`src/rtl/mc_ctrl.sv`:
```
// -----------------------------------------------------------------------------
// mc_ctrl -- multi-cycle MIPS-subset control unit.
//
// Sequences each instruction through FETCH -> DECODE -> EXEC -> MEM -> WB (as
// needed) and drives the datapath strobes and mux selects for the current
// state. Memory accesses in FETCH and MEM wait for mem_ready; a stall longer
// than MEM_TIMEOUT cycles, or an unknown instruction, parks the block in ERR
// until reset.
//
// Parameters:
//   MEM_TIMEOUT   consecutive mem_ready-low cycles in FETCH/MEM before ERR
//
// Ports:
//   clock         sole clock, rising edge
//   reset         synchronous, active-low reset
//   opcode        IR[31:26]
//   funct         IR[5:0]
//   zero          ALU zero flag (used by beq)
//   mem_ready     shared memory completes the current access this cycle
//   pc_write, ir_write, reg_write    register write strobes
//   mem_read, mem_write              shared-memory access strobes
//   i_or_d        memory address source: 0 = PC, 1 = ALU result
//   s_npc         next-PC select: 00 pc+4, 01 jump, 10 rs, 11 branch
//   s_num_write   write-register select: 00 rt, 01 rd, 10 r31
//   s_data_write  write-data select: 00 ALU, 01 memory, 10 pc+4
//   s_b           ALU B select: 0 = rt, 1 = extended immediate
//   s_ext         immediate extension: 1 = sign, 0 = zero
//   alu_op        00 add, 01 sub, 10 from funct, 11 or
//   state         current state encoding
//   illegal       sticky illegal-instruction flag
//   retired       count of cycles with pc_write=1 (retired instructions)
// -----------------------------------------------------------------------------
module mc_ctrl #(
  parameter int MEM_TIMEOUT = 8
) (
  input  logic        clock,
  input  logic        reset,
  input  logic [5:0]  opcode,
  input  logic [5:0]  funct,
  input  logic        zero,
  input  logic        mem_ready,
  output logic        pc_write,
  output logic        ir_write,
  output logic        reg_write,
  output logic        mem_read,
  output logic        mem_write,
  output logic        i_or_d,
  output logic [1:0]  s_npc,
  output logic [1:0]  s_num_write,
  output logic [1:0]  s_data_write,
  output logic        s_b,
  output logic        s_ext,
  output logic [1:0]  alu_op,
  output logic [2:0]  state,
  output logic        illegal,
  output logic [31:0] retired
);

  localparam int CW = $clog2(MEM_TIMEOUT + 1);

  typedef enum logic [2:0] {
    S_FETCH  = 3'd0,
    S_DECODE = 3'd1,
    S_EXEC   = 3'd2,
    S_MEM    = 3'd3,
    S_WB     = 3'd4,
    S_ERR    = 3'd5
  } state_t;

  // Instruction class decoded from opcode/funct.
  typedef enum logic [3:0] {
    C_J, C_JAL, C_JR, C_RTYPE, C_ADDI, C_ORI, C_LW, C_SW, C_BEQ, C_ILL
  } iclass_t;

  state_t          state_q, state_d;
  logic [CW-1:0]   wait_q, wait_d;
  logic            illegal_q;
  logic [31:0]     retired_q;

  iclass_t         iclass;
  logic            set_illegal;
  logic            timeout_hit;
  logic            pc_write_c, ir_write_c, reg_write_c, mem_read_c, mem_write_c;

  // ---------------------------------------------------------------------------
  // Instruction classification
  // ---------------------------------------------------------------------------
  always_comb begin
    iclass = C_ILL;
    case (opcode)
      6'b000000: begin
        case (funct)
          6'b001000:                       iclass = C_JR;
          6'b100001, 6'b100011, 6'b101010: iclass = C_RTYPE;
          default:                         iclass = C_ILL;
        endcase
      end
      6'b000010: iclass = C_J;
      6'b000011: iclass = C_JAL;
      6'b001000: iclass = C_ADDI;
      6'b001101: iclass = C_ORI;
      6'b100011: iclass = C_LW;
      6'b101011: iclass = C_SW;
      6'b000100: iclass = C_BEQ;
      default:   iclass = C_ILL;
    endcase
  end

  // A stall expires on the edge where the counter already holds
  // MEM_TIMEOUT-1 and memory is still not ready.
  assign timeout_hit = !mem_ready && (wait_q == CW'(MEM_TIMEOUT - 1));

  // ---------------------------------------------------------------------------
  // Next-state and output logic
  // ---------------------------------------------------------------------------
  // NOTE: every signal written here gets a default first, so no path can leave
  // one unassigned and infer a latch.
  always_comb begin
    state_d      = state_q;
    set_illegal  = 1'b0;
    pc_write_c   = 1'b0;
    ir_write_c   = 1'b0;
    reg_write_c  = 1'b0;
    mem_read_c   = 1'b0;
    mem_write_c  = 1'b0;
    i_or_d       = 1'b0;
    s_npc        = 2'b00;
    s_num_write  = 2'b00;
    s_data_write = 2'b00;
    s_b          = 1'b0;
    s_ext        = 1'b0;
    alu_op       = 2'b00;

    case (state_q)
      S_FETCH: begin
        mem_read_c = 1'b1;
        if (mem_ready) begin
          ir_write_c = 1'b1;
          state_d    = S_DECODE;
        end else if (timeout_hit) begin
          state_d = S_ERR;
        end
      end

      S_DECODE: begin
        case (iclass)
          C_J: begin
            pc_write_c = 1'b1;
            s_npc      = 2'b01;
            state_d    = S_FETCH;
          end
          C_JAL: begin
            pc_write_c   = 1'b1;
            s_npc        = 2'b01;
            reg_write_c  = 1'b1;
            s_num_write  = 2'b10;
            s_data_write = 2'b10;
            state_d      = S_FETCH;
          end
          C_JR: begin
            pc_write_c = 1'b1;
            s_npc      = 2'b10;
            state_d    = S_FETCH;
          end
          C_ILL: begin
            set_illegal = 1'b1;
            state_d     = S_ERR;
          end
          default: state_d = S_EXEC;
        endcase
      end

      S_EXEC: begin
        case (iclass)
          C_RTYPE: begin
            alu_op  = 2'b10;
            state_d = S_WB;
          end
          C_ADDI: begin
            s_b     = 1'b1;
            s_ext   = 1'b1;
            state_d = S_WB;
          end
          C_ORI: begin
            alu_op  = 2'b11;
            s_b     = 1'b1;
            state_d = S_WB;
          end
          C_LW, C_SW: begin
            s_b     = 1'b1;
            s_ext   = 1'b1;
            state_d = S_MEM;
          end
          C_BEQ: begin
            alu_op     = 2'b01;
            pc_write_c = 1'b1;
            s_npc      = zero ? 2'b11 : 2'b00;
            state_d    = S_FETCH;
          end
          default: state_d = S_ERR;
        endcase
      end

      S_MEM: begin
        i_or_d      = 1'b1;
        mem_read_c  = (iclass == C_LW);
        mem_write_c = (iclass == C_SW);
        if (mem_ready) begin
          if (iclass == C_LW) begin
            state_d = S_WB;
          end else if (iclass == C_SW) begin
            pc_write_c = 1'b1;
            state_d    = S_FETCH;
          end else begin
            state_d = S_ERR;
          end
        end else if (timeout_hit) begin
          state_d = S_ERR;
        end
      end

      S_WB: begin
        reg_write_c  = 1'b1;
        s_num_write  = (iclass == C_RTYPE) ? 2'b01 : 2'b00;
        s_data_write = (iclass == C_LW) ? 2'b01 : 2'b00;
        pc_write_c   = 1'b1;
        state_d      = S_FETCH;
      end

      // ERR and unused encodings hold with every strobe low.
      default: state_d = S_ERR;
    endcase
  end

  // The stall counter only counts while a memory access is outstanding and
  // restarts on any state change.
  always_comb begin
    wait_d = wait_q;
    if (state_d != state_q) begin
      wait_d = '0;
    end else if ((state_q == S_FETCH || state_q == S_MEM) && !mem_ready) begin
      wait_d = wait_q + CW'(1);
    end
  end

  // ---------------------------------------------------------------------------
  // State registers
  // ---------------------------------------------------------------------------
  // NOTE: reset is sampled on the clock edge (synchronous), and all state
  // uses non-blocking assignments so every register sees pre-edge values.
  always_ff @(posedge clock) begin
    if (!reset) begin
      state_q   <= S_FETCH;
      wait_q    <= '0;
      illegal_q <= 1'b0;
      retired_q <= '0;
    end else begin
      state_q   <= state_d;
      wait_q    <= wait_d;
      illegal_q <= illegal_q | set_illegal;
      if (pc_write_c) retired_q <= retired_q + 32'd1;
    end
  end

  // Strobes are forced low while reset is held so an aborted instruction
  // cannot write anything in the reset cycle.
  assign pc_write  = pc_write_c  & reset;
  assign ir_write  = ir_write_c  & reset;
  assign reg_write = reg_write_c & reset;
  assign mem_read  = mem_read_c  & reset;
  assign mem_write = mem_write_c & reset;

  assign state   = state_q;
  assign illegal = illegal_q;
  assign retired = retired_q;

endmodule

```
`config.mk`:
```
export PLATFORM = sky130hd
export DESIGN_NAME = mc_ctrl
export DESIGN_NICKNAME = d
export VERILOG_FILES = /design/src/rtl/mc_ctrl.sv
export SDC_FILE = /design/constraint.sdc
export NUM_CORES = 1
export LEC_CHECK = 0
export CORE_ASPECT_RATIO = 1.1
export CORE_MARGIN = 10
export CORE_UTILIZATION = 30
export CTS_CLUSTER_DIAMETER = 40
export DETAILED_ROUTE_END_ITERATION = 8
export GPL_ROUTABILITY_DRIVEN = 0
export PLACE_DENSITY_LB_ADDON = 0.12
export REMOVE_ABC_BUFFERS = 1
export SLEW_MARGIN = 40
export SYNTH_ARGS = -nofsm -noshare
export SYNTH_HDL_FRONTEND = slang
export SYNTH_SLANG_ARGS = --single-unit
export TNS_END_PERCENT = 5
```
`constraint.sdc`:
```
create_clock -name clock -period 3.1 [get_ports clock]
set_input_delay 0.465 -clock clock [delete_from_list [all_inputs] [get_ports clock]]
set_output_delay 0.465 -clock clock [all_outputs]
set_load 0.01 [all_outputs]
```
==> reports/qor.yml, run 1 <==
grt_pass1_vias: 2979
synth-xor-area-share_pct: 2.66
hold_path_depth: 2
cts_num_sinks: 40
r2r-end: "retired[26]$_SDFFE_PN0P_"
setup_violations: 3
use_met1_pct: 15.7
wl_per_cell_um: 15.7
io_buffers: 67
ys_types: 57
worst_slew_pin_slew_ns: 0.669
ys_seq_area_share_pct: 27.1
drt_iter0_drc: 158
max_freq_ghz: 0.310
netlist_area_um2: 2960
pre_cts_ws_ns: -0.385
mostFrequentLayoutCell: "clkdlybuf4s50_1"
finalWorstPathRequiredPeriod_ns: 3.23
synth_ff_type: "dfxtp_1"
maxSlewViolCount: 0
maxSlewHeadroom_pct: 55.4
grt_usage_pct: 12.6
synth.avg_cell_area_um2: 7.71
h-tree-depth: 2
hpwl_um: 6730
cts_tree: "built"
met2_usage_pct: 21.0
clock-root-buffer: "clkbuf_8"
top_usage_layer: "met2"
min_from: "retired[31]$_SDFFE_PN0P_"
synthSimpleGateAreaFrac_pct: 36.2
drc: 0
crit_arrival_ns: 2.76
finalCritPeriodShare_pct: 104
grtUsageMet3_pct: 3.94
start_util_pct: 31.2
synth_edf_count: 0
num_rows: 37
pwr_density_cell_nw_per_um2: 310
yosysWarnings: 0
gr-total-overflow: 0
path_class: "primary input to primary output"
hold_path_class: "flop to flop"
ys_async_sr_fraction_pct: 0
grt_pass1_wl_um: 15000
final_hold_viol_count: 0
synth_top_family_by_area: "simple AND/OR/NAND/NOR gates"
numCtsBuffers: 5
clkTransAtPathRegs_ns: 0.08
synth_compound_area_share_pct: 17.1
fp.dieH_um: 124
syn_inst: 384
wl_um: 9250
clock_skew_ns: 0.0127
clk_path_buf_depth: 2
setup_slack_ns: -0.125
reg2reg_from: "state[0]$_SDFF_PN0_"
placed_cells: 580
die_w_um: 115
drive_above_1_share_pct: 16.9
ir_drop_mv: 0.241
r2r_slack_ns: 0.52
outcome: "finished with violations"
insertion_delay_ns: 0.29
critPathLaunch: "funct[0]"
crit_required_ns: 2.63
grt_max_degree: 34
synth.area.mux_share_pct: 10.5
viasPerCell: 5.32
layout_common_cells: "56 x clkdlybuf4s50_1, 46 x nand2_1, 43 x buf_4"
core_area_um2: 9490
route.vias.total: 3136
ff2ff_path_depth: 8
stdcell_count: 589
drtPass1Iterations: 4
holdBufCountCts: 0
endpoint_kind: "primary output"
maxCapViolCount: 0
die-area_um2: 14200
p_leak_nw: 1.49
start_kind: "primary input"
nets: 490
grt_antenna_before_repair: 0
hold_path_end: "retired[31]$_SDFFE_PN0P_"
synthToLayoutAreaGrowth_pct: 40.4
nFillCells: 992
diodes: 0
ys_ff_latch: 40
cp_max_fo: 3
yosys.area_share.adder_pct: 0.846
rsz0062_at_grt: "yes"
ant_nets: 0
violations: "setup timing"
ios: 68
where the power goes:
part           internal [mW]  switching (mW)  leakage (nW)
sequential             0.522         0.00595         0.323
clock                  0.317           0.184        0.0642
combinational          0.116           0.145          1.10
flip-flops by register name, indices dropped and copies added, names as in the netlist:
register and count:
illegal 1, retired 32, wait_q 4, state 3
worst max-delay path, stage by stage:
cell             delay, ns
clkdlybuf4s50_1       0.45
or4b_4                0.53
o211ai_1              0.30
nand4_1               0.20
buf_4                 0.17
nor2_1                0.07
clkdlybuf4s50_1       0.57
Yosys cell counts (3+ instances only):
master     n  share of area [%]
dfxtp_1   40                 27
nor3_1    15                2.5
mux2i_1   31                 10
a31oi_1    3               0.63
or4b_1     7                2.4
inv_1      7               0.89
a21oi_1   33                5.6
nand3b_1   3               0.76
nor3b_1    4                1.0
xor2_1     3               0.89
buf_2      6                1.0
and3_1     7                1.5
a21boi_0   3               0.76
and4_1     4                1.2
xnor2_1    6                1.8
nand3_1   24                4.1
nor2_1    19                2.4
clkbuf_1  19                2.4
o31ai_1    3               0.76
a211oi_2   4                1.7
nand2_1   46                5.8
nand4_1   13                2.7
and2_1     3               0.63
o21ai_0    8                1.4
nand2b_1  33                7.0
cell families after synthesis:
logic type,count (synthesis)
simple gates,191
compound gates,74
flops,40
buf+inv,37
mux,31
xor+xnor,9
fa+ha+maj,2
routing by layer:
metal	part of all wire, %	wire [µm]	up-vias
li1	-	-	1561
met1	44	4100	1481
met2	48	4430	86
met3	6.8	631	8
met4	0.96	89	0
met5	0	0	-
through the flow:
step                util, %  total power [mW]  instance area (µm²)  setup TNS [ns]  hold WS [ns]
finish                 43.8              1.29                 4160          -0.223         0.472
floorplan                 -             0.659                 2820               0         0.486
CTS                    43.2              1.30                 4100          -0.752         0.477
global placement       41.6             0.788                 3940           -3.20         0.457
global route           43.8              1.35                 4160          -0.682         0.497
detailed placement     41.6             0.792                 3940           -3.42         0.467
area by class of cell:
cell class	instances	area, µm²	share of cell area (%)
multi-input cells	307	2050	49.4
repair buffers	111	1000	24.1
flip-flops and latches	40	801	19.3
well taps	117	146	3.52
clock buffers	5	68.8	1.66
clock inverters	2	60.1	1.45
inverters	7	26.3	0.632
worst max path at each step:
| stage | to | slack [ns] | depth (start not counted) |
|---|---|---|---|
| finish | s_data_write[0] | -0.13 | 7 |
| CTS | reg_write | -0.22 | 10 |
| global route | s_ext | -0.27 | 9 |
| global placement | pc_write | -0.37 | 7 |
| floorplan | pc_write | 0.03 | 5 |
| detailed placement | pc_write | -0.38 | 7 |
what timing repair did:
action / CTS / global route
gates resized for setup: 17 / 14
pin swaps: 3 / 3
setup buffers: 1 / 1
setup endpoints to repair: 11 / 15
Power figures use the tool's default switching activity.
==> run 2, diff against run 1 <==
ABC_AREA = 0   (was unset)
DONT_BUFFER_PORTS = 1   (was unset)
clock period = 3.5 ns   (was 3.1 ns; I/O delays follow)
==> run 2 against run 1 <==
  * The flow now finishes without violations
  * Critical endpoint is now pc_write
  * Routed wire length down 10%
  * Die area is the same
  * Clock skew is 0.0057 ns lower
==> reports/qor.yml, run 2 (synthesized netlist as in run 1, its figures left out) <==
p_sw_share_pct: 25.7
nFillCells: 1011
crit_required_ns: 2.97
synthToLayoutAreaGrowth_pct: 6.68
combPwrFrac_pct: 12.7
numCtsBuffers: 5
grt_pass1_vias: 2479
endpoint_kind: "primary output"
grt_max_degree: 66
wl_um: 8280
clkPwrFrac_pct: 41.2
drc: 0
nets: 388
drt_iter0_drc: 152
hold_slack_ns: 0.369
ir_drop_mv: 0.124
die-area_um2: 14200
use_met1_pct: 14.2
r2r-end: "retired[27]$_SDFFE_PN0P_"
met2_usage_pct: 18.6
min_from: "reset"
maxSlewHeadroom_pct: 57.7
fp.dieH_um: 124
finalCritPeriodShare_pct: 82.4
fin_tns_setup_ns: 0
clock-root-buffer: "clkbuf_8"
reg2reg_from: "state[2]$_SDFF_PN0_"
crit_path_cell_trace: "nor3b_1 -> nand2_1 -> o41a_1 -> a21o_1 -> a21oi_1 -> buf_4"
path_class: "flop to primary output"
largest_reg_flops: 32
h-tree-depth: 2
cts_tree: "built"
p_leak_nw: 1.00
drtPass1Iterations: 4
hold_path_depth: 2
pre_cts_ws_ns: 0.723
diodes: 0
setup_violations: 0
setup_slack_ns: 0.615
path_buf_inv: 1
grtUsageMet3_pct: 4.38
multiInputGateArea_um2: 1990
gr-total-overflow: 0
ios: 68
cp_max_fo: 13
maxSlewViolCount: 0
holdBufCountCts: 0
wl_per_cell_um: 17.0
cell_internal_pwr_uw: 767
insertion_delay_ns: 0.29
ant_nets: 0
worst_slew_pin_slew_ns: 0.634
cts_resized: 0
outcome: "finished, final reports clean"
final_hold_viol_count: 0
critPathSlowestCell: "dfxtp_1"
max_freq_ghz: 0.347
hpwl_um: 5980
clkTransAtPathRegs_ns: 0.08
io_buffers: 0
path_delay_family: "compound AO/OA/AOI/OAI gates"
num_rows: 37
post_cts_buffers: 0
rsz0062_at_grt: "no"
clock_skew_ns: 0.00704
worst_path_largest_cell_delay_ns: 0.48
start_util_pct: 31.2
die_w_um: 115
mostFrequentLayoutCell: "nand2_1"
cts_num_sinks: 40
clk_path_buf_depth: 2
layout_common_cells: "46 x nand2_1, 40 x dfxtp_1, 33 x nand2b_1, 33 x a21oi_1, 31 x mux2i_1"
hold_path_class: "primary input to flop"
grt_antenna_before_repair: 0
hold_path_end: "retired[21]$_SDFFE_PN0P_"
ff2ff_path_depth: 7
maxCapViolCount: 0
crit_arrival_ns: 2.36
seq_area_um2: 801
start_kind: "flop"
switchingPower_uw: 265
r2r_slack_ns: 0.97
top_usage_layer: "met2"
viasPerCell: 5.57
p_seq_share_pct: 46.1
core_area_um2: 9490
placed_area_um2: 3030
grt_pass1_wl_um: 13500
finalWorstPathRequiredPeriod_ns: 2.89
drive_above_1_share_pct: 8.09
pwr_density_cell_nw_per_um2: 327
grt_usage_pct: 11.5
fin_area_um2: 3160
route.vias.total: 2716
## run 2: changes by cell type in the layout (fill, tap and decap cells not counted), moves of 4 or more
cell             change
nor3_1               +4
clkdlybuf4s50_1     -56
dlygate4sd2_1        -4
nor3_2               -4
buf_4               -34
## run 2: power groups by stage
stage / registers (mW) / clock network [mW] / logic [mW]
CTS: 0.476 / 0.441 / 0.132
finish: 0.476 / 0.426 / 0.131
floorplan: 0.487 / 0 / 0.0969
global placement: 0.487 / 0 / 0.131
detailed placement: 0.487 / 0 / 0.132
global route: 0.478 / 0.462 / 0.148
## run 2: worst max-delay path by stage
stage | start | to | slack (ns) | cells past startpoint
floorplan | funct[1] | pc_write | 0.31 | 5
global placement | opcode[1] | retired[26]$_SDFFE_PN0P_ | 0.73 | 7
detailed placement | opcode[1] | retired[26]$_SDFFE_PN0P_ | 0.72 | 7
CTS | state[2]$_SDFF_PN0_ | pc_write | 0.57 | 6
global route | state[2]$_SDFF_PN0_ | pc_write | 0.45 | 6
finish | state[2]$_SDFF_PN0_ | pc_write | 0.61 | 6
## run 2: metrics by stage
step	power (mW)	util (%)	std cells
finish	1.03	33.3	488
CTS	1.05	33.3	488
floorplan	0.584	-	354
global placement	0.618	31.9	480
detailed placement	0.619	31.9	480
global route	1.09	33.3	488
## run 2: layout make-up
cell class                 count  area share [%]
inverter                       7           0.832
sequential                    40            25.4
clock buffer                   7            3.05
tap                          117            4.64
clock inverter                 1           0.951
timing repair buffer           9            2.14
multi-input combinational    307            63.0
## run 2: routing by layer
layer | part of all wire, % | vias up
met4 | 0.85 | 0
met1 | 44 | 1289
met3 | 8.2 | 7
met5 | 0 | -
li1 | - | 1353
met2 | 47 | 67
